===== src/rtl/vc_fifo_buffer.sv =====
// ---------------------------------------------------------------------------
// vc_fifo_buffer
//
// Multi virtual-channel flit buffer. Each of the NVC channels is an
// independent circular FIFO of DEPTH flits, WIDTH bits each. One push and
// one pull may be issued per cycle, each naming the channel it targets.
//
// Optional feature: define FIFO_ERR_EN to build the sticky per-channel
// error flags. Without it, err is tied to zero and no error logic exists.
//
// Parameters
//   WIDTH  flit width in bits                  (default `TAM_FLIT)
//   DEPTH  flits per channel, >= 2             (default `TAM_BUFFER)
//   NVC    number of channels, 1..8            (default 2)
//   VCW    channel-select width, max(1, clog2(NVC))      (derived)
//   CW     occupancy count width, clog2(DEPTH)+1          (derived)
//
// Ports
//   clock    in   1          rising-edge clock
//   reset    in   1          synchronous active-high reset
//   push     in   1          write request
//   push_vc  in   VCW        channel written
//   tail     in   WIDTH      flit written
//   pull     in   1          read request
//   pull_vc  in   VCW        channel read
//   head     out  NVC*WIDTH  oldest flit of channel v at [v*WIDTH +: WIDTH]
//   counter  out  NVC*CW     occupancy of channel v at [v*CW +: CW]
//   full     out  NVC        channel at occupancy DEPTH
//   empty    out  NVC        channel at occupancy 0
//   credit   out  NVC        one-cycle pulse after an accepted pull
//   err      out  NVC        sticky rejected-request flags
// ---------------------------------------------------------------------------

`ifndef TAM_FLIT
`define TAM_FLIT 8
`endif

`ifndef TAM_BUFFER
`define TAM_BUFFER 4
`endif

module vc_fifo_buffer #(
  parameter int WIDTH = `TAM_FLIT,
  parameter int DEPTH = `TAM_BUFFER,
  parameter int NVC   = 2,
  localparam int VCW  = (NVC > 1) ? $clog2(NVC) : 1,
  localparam int CW   = $clog2(DEPTH) + 1
) (
  input  logic                 clock,
  input  logic                 reset,
  input  logic                 push,
  input  logic [VCW-1:0]       push_vc,
  input  logic [WIDTH-1:0]     tail,
  input  logic                 pull,
  input  logic [VCW-1:0]       pull_vc,
  output logic [NVC*WIDTH-1:0] head,
  output logic [NVC*CW-1:0]    counter,
  output logic [NVC-1:0]       full,
  output logic [NVC-1:0]       empty,
  output logic [NVC-1:0]       credit,
  output logic [NVC-1:0]       err
);

  // Pointer width; a DEPTH of exactly 2 still needs one bit.
  localparam int PW = (DEPTH > 1) ? $clog2(DEPTH) : 1;

  localparam logic [PW-1:0]  PTR_LAST = PW'(DEPTH - 1);
  localparam logic [CW-1:0]  CNT_FULL = CW'(DEPTH);
  localparam logic [CW-1:0]  CNT_ONE  = CW'(1);
  // One extra bit so that NVC itself (e.g. 8 with VCW=3) is representable.
  localparam logic [VCW:0]   NVC_LIM  = (VCW + 1)'(NVC);

  // Pointers wrap explicitly so DEPTH need not be a power of two.
  function automatic logic [PW-1:0] ptr_adv(input logic [PW-1:0] p);
    return (p == PTR_LAST) ? '0 : p + PW'(1);
  endfunction

  // A channel select beyond NVC-1 never matches any channel, so such a
  // request is rejected and touches no state.
  logic push_in_range;
  logic pull_in_range;

  assign push_in_range = ({1'b0, push_vc} < NVC_LIM);
  assign pull_in_range = ({1'b0, pull_vc} < NVC_LIM);

  generate
    for (genvar gi = 0; gi < NVC; gi++) begin : g_vc
      localparam logic [VCW-1:0] VC_ID = VCW'(gi);

      logic [WIDTH-1:0] mem_reg [DEPTH];

      logic [PW-1:0] rd_ptr_reg;
      logic [PW-1:0] rd_ptr_next;
      logic [PW-1:0] wr_ptr_reg;
      logic [PW-1:0] wr_ptr_next;
      logic [CW-1:0] count_reg;
      logic [CW-1:0] count_next;
      logic          empty_reg;
      logic          full_reg;
      logic          credit_reg;

      logic push_hit;
      logic pull_hit;
      logic push_ok;
      logic pull_ok;

      assign push_hit = push & push_in_range & (push_vc == VC_ID);
      assign pull_hit = pull & pull_in_range & (pull_vc == VC_ID);

      // Pull is judged first: a simultaneous pull on a full channel frees
      // the slot the push needs. A pull on an empty channel is never
      // accepted, even when a push lands in the same cycle.
      assign pull_ok = pull_hit & ~empty_reg;
      assign push_ok = push_hit & (~full_reg | pull_ok);

      always_comb begin
        rd_ptr_next = rd_ptr_reg;
        wr_ptr_next = wr_ptr_reg;
        count_next  = count_reg;

        if (pull_ok) begin
          rd_ptr_next = ptr_adv(rd_ptr_reg);
        end
        if (push_ok) begin
          wr_ptr_next = ptr_adv(wr_ptr_reg);
        end

        // Simultaneous accepted push and pull leave occupancy unchanged.
        if (push_ok && !pull_ok) begin
          count_next = count_reg + CNT_ONE;
        end else if (pull_ok && !push_ok) begin
          count_next = count_reg - CNT_ONE;
        end
      end

      // Flags are registered from the next count so they line up with
      // count_reg exactly, without a compare on the output path.
      always_ff @(posedge clock) begin
        if (reset) begin
          rd_ptr_reg <= '0;
          wr_ptr_reg <= '0;
          count_reg  <= '0;
          empty_reg  <= 1'b1;
          full_reg   <= 1'b0;
          credit_reg <= 1'b0;
        end else begin
          rd_ptr_reg <= rd_ptr_next;
          wr_ptr_reg <= wr_ptr_next;
          count_reg  <= count_next;
          empty_reg  <= (count_next == '0);
          full_reg   <= (count_next == CNT_FULL);
          credit_reg <= pull_ok;
        end
      end

      // Storage is never cleared; reset only drops the write in progress.
      always_ff @(posedge clock) begin
        if (!reset && push_ok) begin
          mem_reg[wr_ptr_reg] <= tail;
        end
      end

      // Head is an asynchronous read at the read pointer so a flit is
      // visible the cycle after it is written into an empty channel.
      assign head[gi*WIDTH +: WIDTH] = mem_reg[rd_ptr_reg];
      assign counter[gi*CW +: CW]    = count_reg;
      assign full[gi]                = full_reg;
      assign empty[gi]               = empty_reg;
      assign credit[gi]              = credit_reg;

`ifdef FIFO_ERR_EN
      logic err_reg;
      logic push_bad;
      logic pull_bad;

      // A pull on an empty channel that coincides with an accepted push on
      // the same channel is the normal bypass-free case, not an error.
      assign push_bad = push_hit & ~push_ok;
      assign pull_bad = pull_hit & ~pull_ok & ~push_ok;

      always_ff @(posedge clock) begin
        if (reset) begin
          err_reg <= 1'b0;
        end else if (push_bad || pull_bad) begin
          err_reg <= 1'b1;
        end
      end

      assign err[gi] = err_reg;
`else
      assign err[gi] = 1'b0;
`endif
    end
  endgenerate

endmodule


===== config.mk =====
export PLATFORM = sky130hd
export DESIGN_NAME = vc_fifo_buffer
export DESIGN_NICKNAME = d
export VERILOG_FILES = /design/src/rtl/vc_fifo_buffer.sv
export SDC_FILE = /design/constraint.sdc
export NUM_CORES = 1
export LEC_CHECK = 0
export CAP_MARGIN = 0
export CELL_PAD_IN_SITES_DETAIL_PLACEMENT = 2
export CELL_PAD_IN_SITES_GLOBAL_PLACEMENT = 2
export CORE_MARGIN = 8
export CORE_UTILIZATION = 37
export CTS_BUF_LIST = sky130_fd_sc_hd__clkbuf_8
export DETAILED_ROUTE_END_ITERATION = 10
export PLACE_DENSITY = 0.86
export SYNTH_ARGS = -nofsm -noshare
export SYNTH_HDL_FRONTEND = slang
export SYNTH_SLANG_ARGS = --single-unit
export TNS_END_PERCENT = 5

===== constraint.sdc =====
create_clock -name clock -period 1.9 [get_ports clock]
set_input_delay 0.285 -clock clock [delete_from_list [all_inputs] [get_ports clock]]
set_output_delay 0.285 -clock clock [all_outputs]
set_load 0.005 [all_outputs]

==> flow_summary.json, run 1 <==
{
  "worst_skew_pair.late_latency_ns": 0.36,
  "post_cts_resized": 44,
  "io_buffer_count": 41,
  "worst_ir_drop_vdd_mv": 0.3248,
  "holdBufCountCts": 0,
  "setup.worst_path.class": "input pin to flip-flop",
  "largest_reg_flops": 64,
  "drt-vias-per-instance": 4.877,
  "switching_share_pct": 24.54,
  "postSynthCellCount": 229,
  "cellLeakagePower_nw": 1.618,
  "synth_area_per_cell_um2": 15.57,
  "worst_setup_slack_after_placement_ns": -0.3298,
  "fill_cell_count": 940,
  "clock_sink_count": 88,
  "die_height_um": 114.2,
  "clock-skew-final_ns": 0.007544,
  "yosysWarnings": 0,
  "number_of_buffers_inserted_during_clock_tree_synthesis": 9,
  "vias_in_the_first_global_route": 2358,
  "slew_viol_final": 0,
  "power_frac_seq_pct": 51.9,
  "design.die.area_mm2": 0.01303,
  "synth.ff_latch_count": 88,
  "maximum_number_of_pins_on_one_net_before_global_route_repair": 16,
  "clock_power_share_pct": 33.1,
  "cts_setup_buffers": 0,
  "grt_overflow": 0,
  "timing.hold.worst.class": "flip-flop to flip-flop",
  "gpl.final_weighted_congestion": 0.7807,
  "yosys.cell_types.count": 40,
  "switching_power_w": 0.001052,
  "synth.yosys.seq_area_share_pct": 67.37,
  "layout.nets": 323,
  "pwr-share-comb_pct": 15.0,
  "ant_nets": 0,
  "drt_iter0_drc": 79,
  "seqCellArea_mm2": 0.002407,
  "nature_of_the_critical_path_endpoint": "flip-flop",
  "multiInputGateArea_mm2": 0.001039,
  "fin_crit_ns": 1.823,
  "start_kind": "input pin",
  "fin_crit_sh_pct": 95.95,
  "maxCapViolations": 0,
  "clk_pin_slew_ns": 0.08,
  "finalHoldViolations": 0,
  "drt-total-wl_um": 8583,
  "gr-usage-all-layers_pct": 13.99,
  "clock_tree_from_tritoncts": "done",
  "p_per_area_mw_per_mm2": 946.5,
  "area.growth.synth_to_final_pct": 26.98,
  "cp_data_required_time_ns": 1.98,
  "number_of_antenna_violations_at_the_first_check_in_global_routing": 0,
  "totalPowerFinal_w": 0.004286,
  "finalSetupViolations": 0,
  "dp_hpwl_um": 6269,
  "internal-power_w": 0.003234,
  "detailroute.via_count": 2107,
  "cp.arrival_ns": 1.90,
  "core_area_mm2": 0.009549,
  "wl_per_cell_um": 19.87,
  "number_of_diodes": 0,
  "ctsRootBufferMaster": "clkbuf_8",
  "dr.pass1.iters": 4,
  "drc_errors": 0,
  "final_critical_path_setup_slack_ns": 0.07690,
  "synthesis.area_mm2": 0.003566,
  "run_status": "completed",
  "htree_num_levels": 3,
  "grt_setup_unrepaired": "no",
  "grt_pass1_wl_um": 13340,
  "placementRows": 36,
  "io_pins": 44,
  "critPathMaxFanout": 8,
  "max_freq_ghz": 0.5485,
  "drive_above_1_share_pct": 28.09,
  "effective_utilization_at_floorplan_pct": 37.34,
  "cts_max_path_bufs": 2,
  "floorplan.die.width_um": 114.2
}
[cell usage after synthesis, drive strengths merged]
library cell | n | area share [%]
mux4 | 16 | 10
nor4 | 1 | 0.18
inv | 9 | 0.95
xnor2 | 1 | 0.25
nor2 | 21 | 2.2
nand3 | 2 | 0.28
nor3 | 4 | 0.56
clkbuf | 2 | 0.21
a31oi | 1 | 0.35
a311oi | 1 | 0.25
or3 | 1 | 0.18
mux2i | 1 | 0.28
nand2b | 1 | 0.18
edfxtp | 64 | 54
dfxtp | 24 | 13
mux2 | 2 | 0.74
a32oi | 1 | 0.25
conb | 1 | 0.11
and2b | 2 | 0.42
a211oi | 1 | 0.21
nor3b | 4 | 0.84
nand3b | 1 | 0.32
or3b | 1 | 0.25
a21o | 1 | 0.21
and2 | 8 | 1.4
ha | 14 | 4.9
o21bai | 1 | 0.21
o22ai | 1 | 0.18
and3 | 1 | 0.18
buf | 13 | 2.5
a21oi | 14 | 2.0
o21ai | 4 | 0.56
nor2b | 2 | 0.35
a22oi | 1 | 0.21
xor2 | 1 | 0.25
nand2 | 6 | 0.63
[cell usage in the layout (no fill, tap or decap), drive strengths merged, types with 2 or more instances in the layout]
master / instances
nand3: 2
and2b: 2
clkinvlp: 2
and2: 8
nand2: 6
nor3: 4
buf: 33
conb: 2
ha: 14
a21oi: 14
edfxtp: 64
clkbuf: 20
nor2: 21
inv: 11
o21ai: 4
nor2b: 2
clkdlybuf4s50: 25
mux4: 16
mux2: 2
bufinv: 2
dfxtp: 24
nor3b: 4
[area by class of cell]
type	instances	share of cell area, %
flip-flops and latches	88	53.16
multi-input cells	118	22.93
repair buffers	69	14.70
well taps	133	3.675
clock buffers	9	2.736
clock inverters	6	2.045
inverters	9	0.7461
[power by group through the flow]
stage,Combinational (W),Clock (W),Sequential (W)
finish,0.000642,0.00142,0.00223
global route,0.000711,0.00153,0.00224
CTS,0.000670,0.00146,0.00223
detailed placement,0.000679,0,0.00227
global placement,0.000645,0,0.00226
floorplan,0.000357,0,0.00224
[through the flow]
stage,setup TNS [ns],cell area [µm²],std cells,utilization (%),hold WS (ns)
floorplan,0,3570,230,-,0.3839
global placement,-12.34,4385,417,45.93,0.4791
detailed placement,-17.54,4385,417,45.93,0.4969
CTS,-0.1441,4587,432,48.03,0.5095
global route,0,4528,432,47.42,0.5255
finish,0,4528,432,47.42,0.5079
[worst max-delay path: stages]
cell and delay [ns]:
clkdlybuf4s50_1 0.48, or3b_1 0.40, a21oi_1 0.20, and2b_2 0.20, and2_1 0.19, buf_12 0.14
[final timing paths]
check                                      startpoint                    end  slack [ns]  depth (start not counted)
worst max-delay path                             pull  g_vc[0].mem_reg[0][3]        0.08                          6
worst min-delay path            g_vc[0].rd_ptr_reg[1]              flip-flop        0.51                          2
worst max register to register      g_vc[0].empty_reg  g_vc[0].mem_reg[0][3]        0.13                          5
worst min register to register  g_vc[0].rd_ptr_reg[1]              flip-flop        0.51                          2
[metal layers]
layer	track usage [%]	vias to the layer above	wire (µm)
li1	-	976	-
met1	13.93	1078	3409
met2	26.50	45	4722
met3	4.589	8	350
met4	4.791	0	101
met5	0	-	0
[kinds of logic after synthesis]
| logic type | Yosys count | synth area share [%] |
|---|---|---|
| AO/OA/AOI/OAI | 26 | 4.387 |
| XOR/XNOR | 2 | 0.4913 |
| adder cells (fa/ha/maj) | 14 | 4.912 |
| buffers and inverters | 24 | 3.649 |
| flip-flops | 88 | 67.37 |
| multiplexers | 19 | 11.12 |
| other | 1 | 0.1052 |
| AND/OR/NAND/NOR | 55 | 7.965 |
Power figures use the tool's default switching activity.
==> run 2: changes to the inputs <==
--- a/config.mk
+++ b/config.mk
@@ -11,6 +11,7 @@
 export CORE_MARGIN = 8
 export CORE_UTILIZATION = 37
 export CTS_BUF_LIST = sky130_fd_sc_hd__clkbuf_8
+export CTS_CLUSTER_SIZE = 40
 export DETAILED_ROUTE_END_ITERATION = 10
 export PLACE_DENSITY = 0.86
 export SYNTH_ARGS = -nofsm -noshare
==> results of run 2 <==
No change in the layout: final DEF, timing and power equal those of run 1.
